$ cat src/rtl/serial_adder.sv
// Purpose : bit-serial adder, LSB first, one full-adder slice plus a registered carry.
// Latency : result valid WIDTH edges after the accepting edge; one operation in flight.
// Backpressure: IN_READY only in IDLE; result held in DONE until OUT_READY.
//
// Ports:
//   CLK, RST_N          clock, asynchronous active-low reset
//   IN_VALID/IN_READY   operand handshake for A, B, C_I
//   OUT_VALID/OUT_READY result handshake for S, C_O (and OVF)
//   S, C_O              registered sum modulo 2^WIDTH and carry-out of the MSB
//   OVF                 registered signed overflow, only when SERIAL_ADDER_OVF_EN is defined
module serial_adder #(
   parameter int WIDTH = 8
) (
   input  logic             CLK,
   input  logic             RST_N,
   input  logic             IN_VALID,
   output logic             IN_READY,
   input  logic [WIDTH-1:0] A,
   input  logic [WIDTH-1:0] B,
   input  logic             C_I,
   output logic             OUT_VALID,
   input  logic             OUT_READY,
   output logic [WIDTH-1:0] S,
   output logic             C_O
`ifdef SERIAL_ADDER_OVF_EN
   ,
   output logic             OVF
`endif
);

   localparam int CW = $clog2(WIDTH);
   localparam logic [CW-1:0] LAST_BIT = CW'(WIDTH - 1);

   typedef enum logic [1:0] {
      IDLE = 2'd0,
      RUN  = 2'd1,
      DONE = 2'd2
   } state_t;

   state_t           state;
   state_t           state_nxt;

   logic [WIDTH-1:0] a_sh;
   logic [WIDTH-1:0] b_sh;
   logic [WIDTH-1:0] res_sh;
   logic             carry;
   logic [CW-1:0]    cnt;

   logic             sum_bit;
   logic             carry_out;
   logic             last_bit;

   // One-bit full-adder slice on the current LSBs and the carry flop.
   assign sum_bit   = a_sh[0] ^ b_sh[0] ^ carry;
   assign carry_out = (a_sh[0] & b_sh[0]) | (carry & (a_sh[0] ^ b_sh[0]));
   assign last_bit  = (cnt == LAST_BIT);

   // State register
   always_ff @(posedge CLK or negedge RST_N) begin
      if (!RST_N) begin
         state <= IDLE;
      end else begin
         state <= state_nxt;
      end
   end

   // Next state and handshake outputs
   always_comb begin
      state_nxt = state;
      IN_READY  = 1'b0;
      OUT_VALID = 1'b0;
      case (state)
         IDLE: begin
            IN_READY = 1'b1;
            if (IN_VALID) begin
               state_nxt = RUN;
            end
         end
         RUN: begin
            if (last_bit) begin
               state_nxt = DONE;
            end
         end
         DONE: begin
            OUT_VALID = 1'b1;
            if (OUT_READY) begin
               state_nxt = IDLE;
            end
         end
         default: begin
            state_nxt = IDLE;
         end
      endcase
   end

   // Datapath: operand shifters, carry, bit counter and result registers
   always_ff @(posedge CLK or negedge RST_N) begin
      if (!RST_N) begin
         a_sh   <= '0;
         b_sh   <= '0;
         res_sh <= '0;
         carry  <= 1'b0;
         cnt    <= '0;
         S      <= '0;
         C_O    <= 1'b0;
`ifdef SERIAL_ADDER_OVF_EN
         OVF    <= 1'b0;
`endif
      end else begin
         case (state)
            IDLE: begin
               if (IN_VALID) begin
                  a_sh  <= A;
                  b_sh  <= B;
                  carry <= C_I;
                  cnt   <= '0;
               end
            end
            RUN: begin
               a_sh   <= a_sh >> 1;
               b_sh   <= b_sh >> 1;
               carry  <= carry_out;
               // Sum bits enter at the MSB so bit 0 lands at position 0 after WIDTH shifts.
               res_sh <= {sum_bit, res_sh[WIDTH-1:1]};
               if (last_bit) begin
                  S   <= {sum_bit, res_sh[WIDTH-1:1]};
                  C_O <= carry_out;
`ifdef SERIAL_ADDER_OVF_EN
                  // carry flop holds the carry into the MSB on this cycle
                  OVF <= carry ^ carry_out;
`endif
               end else begin
                  cnt <= cnt + 1'b1;
               end
            end
            default: begin
            end
         endcase
      end
   end

endmodule

$ cat config.mk
export PLATFORM = sky130hd
export DESIGN_NAME = serial_adder
export DESIGN_NICKNAME = d
export VERILOG_FILES = /design/src/rtl/serial_adder.sv
export SDC_FILE = /design/constraint.sdc
export NUM_CORES = 1
export LEC_CHECK = 0
export CAP_MARGIN = 10
export CORE_AREA = 2 2 66 68
export CTS_CLUSTER_DIAMETER = 100
export CTS_CLUSTER_SIZE = 14
export DETAILED_ROUTE_END_ITERATION = 10
export DIE_AREA = 0 0 68 70
export PLACE_DENSITY = 0.72
export SYNTH_ARGS = -nofsm -noshare
export SYNTH_HDL_FRONTEND = slang
export SYNTH_SLANG_ARGS = --single-unit
$ cat constraint.sdc
create_clock -name CLK -period 1.68 [get_ports CLK]
set_clock_uncertainty 0.15 [all_clocks]
set_input_delay 0.336 -clock CLK [delete_from_list [all_inputs] [get_ports CLK]]
set_output_delay 0.336 -clock CLK [all_outputs]
set_load 0.005 [all_outputs]
==> metrics.cfg <==
[power]
leakage_nw=1.19
ir_drop_mv=0.620
p_per_area_nw_per_um2=1780

[placement]
place_area_um2=2240
port_buffers=31
dpl.hpwl_um=2600
place_congestion=0.729

[synth]
yosysSeqAreaShare=0.526
synth.area.top_cells=dfrtp_1, mux2_2, nor4b_1, nor3b_1, a211oi_1
yosysTopAreaCellShare=0.526
synth_area_um2=1810
ys_types=28
yosysTopAreaCell=dfrtp_1
ys_ff_latch=38
synthCells=145
avgSynthCellArea_um2=12.5
syn_nets=169
synth_warnings=0

[timing]
maxSlewViolCount=0
setup_viol=0
timing.final.crit_period_ns=1.65
fin_crit_sh=0.984
finalHoldViolations=0
max_freq_ghz=0.605
max-slew-margin-rel=0.774
worstMarginPinSlew_ns=0.334
hold_ws_ns=0.274
finalSetupTns_ns=0

[detailed_routing]
ant_nets=0
wire_per_inst_um=16.8
drtIter0Drc=67
drt-total-wl_um=4170
dr.pass1.iters=4
drc_errors=0
routed_via_density=5.50
route.vias.total=1364

[grt]
grt_antenna_before_repair=0
grt_max_degree=39
grt_usage=0.187
grt_pass1_vias=1385
grt_pass1_wl_um=6610
overflow=0

[floorplanning]
dieWidth_um=68
die_h_um=70
ios=32
die-area_um2=4760
std_cell_rows=24
start_util=0.436
coreArea_um2=4140

[flow_run]
timing.max_cap.violations=0

[worst_setup_path]
end_kind=register
startpoint_type=register
critPathCapture=a_sh[3]$_DFFE_PN0P_
critical_path_required_ns=1.72
rrSetupSlack_ns=0.03
reg2reg_to=a_sh[3]$_DFFE_PN0P_
worstPathMaxFanout=14
critical_path_arrival_ns=1.69
r2r-start=state[0]$_DFFE_PN0P_
ff2ff_path_depth=5
critical_path_class=register to register
cp-startpoint=state[0]$_DFFE_PN0P_

[cells_and_area]
n_antenna_cell=0
synthToLayoutAreaGrowth_pct=42.4
drive_gt1_frac=0.327
fin_nets=219
design_area_um2=2570
nFillCells=327

[status]
status=complete, no violations

[cts]
cts_tree=done
ctsHoldBuffers=0
root_buffer=clkbuf_8
worstSkewPairLatency_ns=0.29
path_clk_slew_ns=0.07
h-tree-depth=2
cts.sink_count=38
clockBufferDepth=2
cts_made_buffers=5

[hold_path]
worstHoldPathType=input port to async pin

==> kinds of logic after synthesis <==
| group | after synthesis | share of synthesized area |
|---|---|---|
| AOI/OAI and AO/OA | 24 | 0.114 |
| buffers and inverters | 25 | 0.0693 |
| adders and majority gates | 3 | 0.0249 |
| and+or+nand+nor | 39 | 0.166 |
| DFF | 38 | 0.526 |
| muxes | 16 | 0.0997 |
==> worst min-delay path by stage <==
| stage | start | endpoint | slack (ns) | depth (start not counted) |
|---|---|---|---|---|
| after global placement | res_sh[1]$_DFFE_PN0N_ | S[0]$_DFFE_PN0P_ | 0.34 | 1 |
| after floorplan | RST_N | C_O$_DFFE_PN0P_ | -0.11 | 0 |
| after detailed placement | S[6]$_DFFE_PN0P_ | S[6]$_DFFE_PN0P_ | 0.34 | 1 |
| after global routing | RST_N | S[1]$_DFFE_PN0P_ | 0.27 | 2 |
| final | RST_N | S[1]$_DFFE_PN0P_ | 0.27 | 2 |
| after CTS | RST_N | state[1]$_DFFE_PN0P_ | 0.27 | 2 |
==> worst max-delay path: stages, from the launching register on <==
cell and delay (ns):
dfrtp_1 0.40, buf_6 0.13, buf_6 0.12, buf_12 0.14
or4b_4 0.48, o221a_4 0.13
==> sequential cells by signal, summed over array words and instances, names as in the netlist <==
register  cells
res_sh        7
carry         1
a_sh          8
cnt           3
b_sh          8
S             8
C_O           1
state         2
==> per-stage QoR <==
step	instances	power (mW)	setup slack [ns]	util
6_report	248	4.58	0.0276	0.621
5_1_grt	248	4.90	-0.0116	0.621
4_1_cts	245	4.40	-0.0236	0.602
3_5_place_dp	230	3.28	-0.176	0.540
3_3_place_gp	230	3.18	-0.104	0.540
2_1_floorplan	145	2.65	0.0360	-
==> layer usage <==
| layer | part of all wire | vias up | track usage |
|---|---|---|---|
| li1 | - | 633 | - |
| met1 | 0.43 | 688 | 0.231 |
| met2 | 0.51 | 35 | 0.307 |
| met3 | 0.047 | 8 | 0.0515 |
| met4 | 0.016 | 0 | 0.0667 |
| met5 | 0 | - | 0 |
==> layout make-up <==
type / count / area [µm²] / area share
repair buffers: 55 / 554 / 0.215
well taps: 52 / 65.1 / 0.0253
flip-flops and latches: 38 / 951 / 0.370
clock buffers: 6 / 82.6 / 0.0321
clock inverters: 2 / 60.1 / 0.0233
multi-input cells: 82 / 811 / 0.315
inverters: 13 / 48.8 / 0.0190
==> cells in the mapped netlist, drive strengths merged <==
library cell,count
clkbuf,2
or4b,5
nand2b,6
o221a,5
a211oi,10
a221o,1
o21ba,1
fa,1
o21bai,1
a32o,1
nand3b,1
buf,10
o221ai,2
and2,1
nor2,1
nor4b,11
dfrtp,38
mux2,16
inv,13
nand3,2
o21ai,1
and3,1
ha,2
a211o,1
nor3b,11
a21oi,1
==> timing repair <==
action / in CTS / in global routing
cloned: 1 / 1
gates resized for setup: 16 / 22
buffers inserted: 6 / 4
endpoints found under the setup margin: 11 / 37
pin swaps: 2 / 6
hold endpoints to repair: 0 / 0
==> cells in the final DEF, fill, tap and decap left out, types with 2 or more instances in the layout <==
cell type / n
a211oi_1: 10
buf_12: 2
buf_4: 16
buf_6: 5
bufinv_16: 2
clkbuf_2: 2
clkbuf_8: 6
clkdlybuf4s50_1: 24
dfrtp_1: 38
dlymetal6s2s_1: 5
ha_2: 2
inv_1: 13
mux2_2: 7
mux2_4: 9
nand2b_1: 5
nand3_1: 2
nor3b_1: 11
nor4b_1: 8
nor4b_2: 3
o221a_2: 4
o221ai_1: 2
or4b_1: 4
==> where the power goes <==
group | internal [mW] | total, mW | switching, mW
registers | 1.35 | 1.63 | 0.276
logic | 1.23 | 2.00 | 0.766
clock network | 0.633 | 0.955 | 0.322
No activity file was read; power rests on OpenSTA's default activity.
